### src/rtl/seg7_scan_driver.sv
// Four-digit common-anode seven-segment scan driver with staged (pending) loads.
// Optional feature macro: SEG7_LEADING_ZERO_BLANK_EN (blanks leading zero digits 3..1).
module seg7_scan_driver #(
    parameter int unsigned REFRESH_DIV = 100000,
    parameter int unsigned CNT_W       = 17
) (
    input  logic        clk,
    input  logic        reset,
    input  logic        load,
    input  logic [15:0] digit_in,
    input  logic [3:0]  dp_in,
    input  logic [3:0]  blank_in,
    output logic        busy,
    output logic [3:0]  an,
    output logic [6:0]  seg,
    output logic        dp
);

    localparam logic [CNT_W-1:0] PRESC_LAST = CNT_W'(REFRESH_DIV - 1);

    logic [CNT_W-1:0] presc;
    logic [1:0]       idx;
    logic [15:0]      stage_digit;
    logic [3:0]       stage_dp;
    logic [3:0]       stage_blank;
    logic             pending;
    logic [15:0]      act_digit;
    logic [3:0]       act_dp;
    logic [3:0]       act_blank;

    logic             tick_c;
    logic [3:0]       lz_c;
    logic [3:0]       blank_c;
    logic [3:0]       nibble_c;
    logic [3:0]       an_c;
    logic [6:0]       seg_c;
    logic             dp_c;

    // Active-low hex decode, ordered {g,f,e,d,c,b,a}
    function automatic logic [6:0] hex_to_seg(input logic [3:0] v);
        logic [6:0] s;
        case (v)
            4'h0: s = 7'h40;
            4'h1: s = 7'h79;
            4'h2: s = 7'h24;
            4'h3: s = 7'h30;
            4'h4: s = 7'h19;
            4'h5: s = 7'h12;
            4'h6: s = 7'h02;
            4'h7: s = 7'h78;
            4'h8: s = 7'h00;
            4'h9: s = 7'h10;
            4'hA: s = 7'h08;
            4'hB: s = 7'h03;
            4'hC: s = 7'h46;
            4'hD: s = 7'h21;
            4'hE: s = 7'h06;
            default: s = 7'h0E;
        endcase
        return s;
    endfunction

    assign tick_c = (presc == PRESC_LAST);
    assign busy   = pending;

    // Prescaler and scan index; index steps at each slot boundary
    always_ff @(posedge clk) begin
        if (reset) begin
            presc <= '0;
            idx   <= '0;
        end else begin
            presc <= tick_c ? '0 : presc + CNT_W'(1);
            if (tick_c) begin
                idx <= idx + 2'd1;
            end
        end
    end

    // Load handshake: stage mid-slot, commit to active only on a slot boundary
    always_ff @(posedge clk) begin
        if (reset) begin
            stage_digit <= '0;
            stage_dp    <= '0;
            stage_blank <= '0;
            pending     <= 1'b0;
            act_digit   <= '0;
            act_dp      <= '0;
            act_blank   <= 4'b1111;
        end else if (load && tick_c) begin
            act_digit <= digit_in;
            act_dp    <= dp_in;
            act_blank <= blank_in;
            pending   <= 1'b0;
        end else if (load) begin
            stage_digit <= digit_in;
            stage_dp    <= dp_in;
            stage_blank <= blank_in;
            pending     <= 1'b1;
        end else if (tick_c && pending) begin
            act_digit <= stage_digit;
            act_dp    <= stage_dp;
            act_blank <= stage_blank;
            pending   <= 1'b0;
        end
    end

    // Leading-zero suppression on the active digits (digit 0 always shown)
    always_comb begin
        lz_c = '0;
`ifdef SEG7_LEADING_ZERO_BLANK_EN
        lz_c[3] = (act_digit[15:12] == 4'h0);
        lz_c[2] = lz_c[3] && (act_digit[11:8] == 4'h0);
        lz_c[1] = lz_c[2] && (act_digit[7:4] == 4'h0);
`endif
    end

    // Next values for the output stage from current slot and active registers
    always_comb begin
        blank_c  = act_blank | lz_c;
        nibble_c = act_digit[4*idx +: 4];
        an_c     = ~(4'b0001 << idx);
        seg_c    = hex_to_seg(nibble_c);
        dp_c     = ~act_dp[idx];
        if (blank_c[idx]) begin
            an_c  = 4'b1111;
            seg_c = 7'h7F;
            dp_c  = 1'b1;
        end
    end

    // Registered display outputs, one cycle behind scan index and active data
    always_ff @(posedge clk) begin
        if (reset) begin
            an  <= 4'b1111;
            seg <= 7'h7F;
            dp  <= 1'b1;
        end else begin
            an  <= an_c;
            seg <= seg_c;
            dp  <= dp_c;
        end
    end

endmodule

### config.mk
export PLATFORM = sky130hd
export DESIGN_NAME = seg7_scan_driver
export DESIGN_NICKNAME = d
export VERILOG_FILES = /design/src/rtl/seg7_scan_driver.sv
export SDC_FILE = /design/constraint.sdc
export NUM_CORES = 1
export LEC_CHECK = 0
export BUFFER_PORTS_ARGS = -buffer_cell sky130_fd_sc_hd__buf_4
export CAP_MARGIN = 20
export CORE_ASPECT_RATIO = 1.25
export CORE_MARGIN = 3
export CORE_UTILIZATION = 30
export DETAILED_ROUTE_END_ITERATION = 8
export SYNTH_ARGS = -nofsm -noshare
export SYNTH_HDL_FRONTEND = slang
export SYNTH_SLANG_ARGS = --single-unit
### constraint.sdc
create_clock -name clk -period 2.7 [get_ports clk]
set_input_delay 0.405 -clock clk [delete_from_list [all_inputs] [get_ports clk]]
set_output_delay 0.405 -clock clk [all_outputs]
set_load 0.05 [all_outputs]
### Word-level counts from Yosys, hierarchy flattened

Memories as Yosys holds them, arrays and structs flattened. A register that Yosys moved wholly into a read port is not among the register bits.
Cells that the tools add are included.

| word-level totals | value |
|---|---|
| logic and storage cells | 46 |
| memories | 1 |
| memory bits (read-only) | 112 |
| output and inout port bits | 13 |
| input port bits | 27 |
| register bits | 73 |
| bits in writable memories | 0 |
| bits in latches | 0 |

Memories:

| memory | depth | bits a word | read ports | clocked after Yosys merged registers in | wr ports | RTL line | text |
|---|---|---|---|---|---|---|---|
| (no name shown) | 16 | 7 | 1 | 1 | 0 | 42 | `case (v)` |

| cells by class | value |
|---|---|
| shift operators | 2 |
| equality and inequality tests | 2 |
| div/mod/pow operators | 0 |
| $add $sub $neg | 2 |
| bitwise operators | 3 |
| multipliers | 0 |
| reduce and logical (&&, ||, !) cells | 9 |
| muxes and demuxes | 15 |
| order comparisons | 1 |

Operators with widths:

| kind | number |
|---|---|
| $mux W16 | 3 |
| $mux W4 | 6 |
| $add A17 B1 Y17 const B | 1 |
| $eq A17 B17 Y1 const B | 1 |
| $shiftx A16 B5 Y4 | 1 |
| $reduce_or A2 Y1 | 3 |
| $bmux W1 S2 | 2 |
| $mux W1 | 4 |
| $not A4 Y4 | 1 |
| $reduce_and A2 Y1 | 2 |
| $reduce_bool A2 Y1 | 2 |
| $shl A1 B2 Y4 const A | 1 |
| $lt A2 B3 Y1 const B | 1 |
| $add A2 B1 Y2 const B | 1 |
| $logic_and A1 B1 Y1 | 2 |
| $ne A2 B1 Y1 const B | 1 |
| $not A1 Y1 | 2 |

### Logic depth before layout (Yosys ltp)

| logic depth | value |
|---|---|
| depth after elaboration | 5 |
| depth in mapped cells | 8 |

### Worst setup path after synthesis

Ideal clock, no wire load.

| timing | value |
|---|---|
| path kind | register -> register |
| start | register idx[0] |
| end | register seg[3] |
| data required time | 2.582 ns |
| cell stages (with the launch flop) | 8 |
| arrival time | 1.925 ns |
| setup time | 0.118 ns |
| clock period less this slack | 2.043 ns |
| slack | 0.657 ns |
| cell sequence | dfxtp_1 > buf_6 > mux4_2 > inv_1 > ha_1 > inv_1 > mux4_2 > nand2b_1 |

| on the way | value |
|---|---|
| cells in the longest elaborated chain, start to end | 3 |

RTL lines:

| what | RTL line | text |
|---|---|---|
| start: declaration | 22 | `logic [1:0] idx;` |
| start signal: assignment | 74 | `idx <= idx + 2'd1;` |
| branches (longest 3 deep; another with $shiftx A16 B5 Y4) | n/a |  |
| end: declaration | 15 | `output logic [6:0] seg,` |

Several ways; the timed one is not identified. The select of a mux whose other input is x is not followed.
A chain may end at the register's enable or synchronous reset.

### Worst setup path in the final report

| timing | value |
|---|---|
| start | register presc[0] |
| end | register act_dp[1] |

| on the way | value |
|---|---|
| cells in the longest elaborated chain, start to end | 4 |

RTL lines:

| what | RTL line | text |
|---|---|---|
| start: declaration | 21 | `logic [CNT_W-1:0] presc;` |
| start signal: assignment | 72 | `presc <= tick_c ? '0 : presc + CNT_W'(1);` |
| $eq A17 B17 Y1 * | 63 | `assign tick_c = (presc == PRESC_LAST);` |
| $logic_and A1 B1 Y1 (on tied branches) | 89, 99 |  |
| $ne A2 B1 Y1 (no line) / $reduce_bool A2 Y1 (equally long branches) | n/a |  |
| $reduce_and A2 Y1 (no line) | n/a |  |
| end signal: assignment | 91 | `act_dp <= dp_in;` |
| end signal: assignment | 101 | `act_dp <= stage_dp;` |
| end: declaration | 28 | `logic [3:0] act_dp;` |

Mark *: on every way between the ends. The rest lies on a longest branch, timed or not.

==> impl_metrics.tcl <==
set metrics [dict create \
    path_common_cell "and4_1" \
    hold_end "act_digit[4]" \
    synthFlopType "dfxtp_1" \
    grt_pass1_vias 2846 \
    fin_crit_ps 2210 \
    finClkSkew_ps 5.05 \
    syn-instance-count 393 \
    via_per_inst 5.18 \
    ys_seq_area_share_pct 42.9 \
    wl_per_cell_um 14.9 \
    cap_violations 0 \
    ys_types 45 \
    clk_latency_ps 330 \
    clockBufferDepth 2 \
    drive_above_1_share_pct 20.0 \
    reg2reg_slack_ps 490 \
    cts_num_sinks 80 \
    rows 44 \
    diodes 0 \
    drt-initial-drc-count 199 \
    slew_violations 0 \
    coreArea_um2 11900 \
    hp-class "input pin to flop" \
    end_kind "flop" \
    setup_viol 0 \
    r2r_end "act_dp[1]" \
    worstSetupPathType "flop to flop" \
    worstMarginPinSlew_ps 701 \
    grt.total_usage_pct 13.0 \
    nets 453 \
    via_count 3007 \
    cpMaxStageDelayCell "and4_1" \
    timing.rr.start "presc[0]" \
    clockRootBuffer "clkbuf_16" \
    p_total_mw 2.93 \
    netlist_area_um2 3730 \
    synthArstFlopShare_pct 0 \
    clkTransAtPathRegs_ps 60 \
    overflow 0 \
    antenna_found_initial 0 \
    relSlewSlack_pct 53.3 \
    status "completed" \
    cts_max_level 3 \
    p_leak_nw 1.64 \
    dpl_cell_area_um2 4050 \
    whs_path_depth 2 \
    timing.fmax_mhz 452 \
    initial_core_util_pct 31.4 \
    required_ps 2920 \
    highest_layer "met4" \
    dieWidth_um 106 \
    syn_avg_cell_area_um2 9.50 \
    place.gp.congestion 0.857 \
    timing.setup.tns_ps 0 \
    yosysWarnings 0 \
    slowest_delay_ps 400 \
    rsz0062_at_grt "false" \
    grt_max_degree 53 \
    min_from "digit_in[4]" \
    vdd_drop_max_mv 0.306 \
    synth-seq-cells 80 \
    finalHoldViolations 0 \
    routed_wirelength_um 8680 \
    critPathLaunchType "flop" \
    cts_hold_buf 0 \
    numCtsBuffers 9 \
    ant_nets 0 \
    final_cell_mix "80 x dfxtp_1, 46 x buf_4, 36 x nand3_1, 29 x o21ai_0, 29 x a21oi_1" \
    io_buffers 39 \
    reg2regPathDepth 6 \
    power_density_nw_per_um2 659 \
    routed-wl-met2_um 4320 \
    syn-num-nets 431 \
    cp_cell_sequence "ha_1 -> and4_1 -> and4_1 -> buf_4 -> a211oi_1 -> a221o_2" \
    finalCritPeriodShare_pct 81.9 \
    fin_util_pct 37.4 \
    postCtsSetupBuffers 0 \
    first_pass_iters 6 \
    route.met3.wl_um 480 \
    fin_area_um2 4440 \
    worstPathMaxFanout 42 \
    cts_tree "yes" \
    areaGrowthSynthToFinish_pct 19.0 \
    io_pins 40 \
    die_y_um 131 \
    met1Wirelength_um 3730 \
    cts.repair.resized 0 \
    hpwlAfterDp_um 5980 \
    route.detailed.drc 0 \
    grt_pass1_wl_um 14300 \
    final_common_cell "dfxtp_1" \
    synth-edff-count 0 \
    dieArea_um2 13800 \
    arrival_ps 2430 \
]
## sequential cells by signal (all words and copies together) (netlist names)
register,flops
busy,1
stage_digit,16
an,4
idx,2
presc,17
act_digit,16
seg,7
stage_dp,4
stage_blank,4
act_dp,4
dp,1
act_blank,4
## worst max path at each step
stage / startpoint / to / slack (ps) / depth (start not counted)
after detailed placement: presc[0] / act_dp[1] / 510 / 6
after floorplan: idx[0] / seg[3] / 660 / 7
after global placement: presc[0] / act_digit[2] / 580 / 6
final: presc[0] / act_dp[1] / 490 / 6
after global routing: presc[0] / act_digit[2] / 320 / 6
after CTS: presc[0] / act_dp[1] / 500 / 6
## synth_stat cells (4+ instances only)
cell type | number | share of area, %
clkbuf_1 | 14 | 1.4
o21ai_0 | 29 | 3.9
nor2_1 | 21 | 2.1
buf_2 | 7 | 0.94
dfxtp_1 | 80 | 43
a221o_1 | 10 | 2.7
a22o_1 | 8 | 1.9
nand3_1 | 36 | 4.8
nand2_1 | 16 | 1.6
nand4_1 | 7 | 1.2
buf_6 | 7 | 2.1
nor4_1 | 11 | 1.8
ha_1 | 11 | 3.7
mux4_2 | 7 | 4.2
inv_1 | 25 | 2.5
xor2_1 | 8 | 1.9
o221ai_1 | 6 | 1.4
xnor2_1 | 7 | 1.6
a21oi_1 | 29 | 3.9
a31oi_1 | 4 | 0.67
and4_1 | 5 | 1.2
a221o_2 | 6 | 1.8
a211oi_1 | 8 | 1.6
## cell families after synthesis
group | count (synthesis) | synth area share, %
AND/OR/NAND/NOR | 117 | 18.5
AO/OA/AOI/OAI | 102 | 18.3
flip-flops | 80 | 42.9
buffers and inverters | 60 | 8.65
XOR/XNOR | 15 | 3.52
adder cells (fa/ha/maj) | 11 | 3.69
multiplexers | 8 | 4.49
## layer usage
| metal | up-vias | global-route usage (%) |
|---|---|---|
| met1 | 1447 | 16.0 |
| met5 | - | 0 |
| met2 | 70 | 21.8 |
| met4 | 0 | 5.11 |
| li1 | 1477 | - |
| met3 | 13 | 3.34 |
## worst max-delay path: cells and delay by family, from the launching register on
family | cells | cell delay [ps]
simple gates | 2 | 680
flops | 1 | 370
fa+ha+maj | 1 | 220
buf+inv | 1 | 370
compound gates | 2 | 440
## metrics by stage
stage               hold slack (ps)  std cells  setup WS (ps)
floorplan                       430        393            657
global placement                444        565            579
detailed placement              461        565            511
CTS                             304        581            499
global route                    315        581            321
finish                          311        581            489
## layout make-up
type | count | area, µm²
Fill cell | 1206 | 7450
Multi-Input combinational cell | 253 | 1810
Sequential cell | 80 | 1600
Timing Repair Buffer | 46 | 345
Clock buffer | 9 | 225
Tap cell | 161 | 201
Clock inverter | 7 | 168
Inverter | 25 | 93.8
## where the power goes
part	internal, mW	switching (mW)
Sequential	1.20	0.0131
Combinational	0.0522	0.0803
Clock	1.09	0.487
No activity file was read; power rests on OpenSTA's default activity.
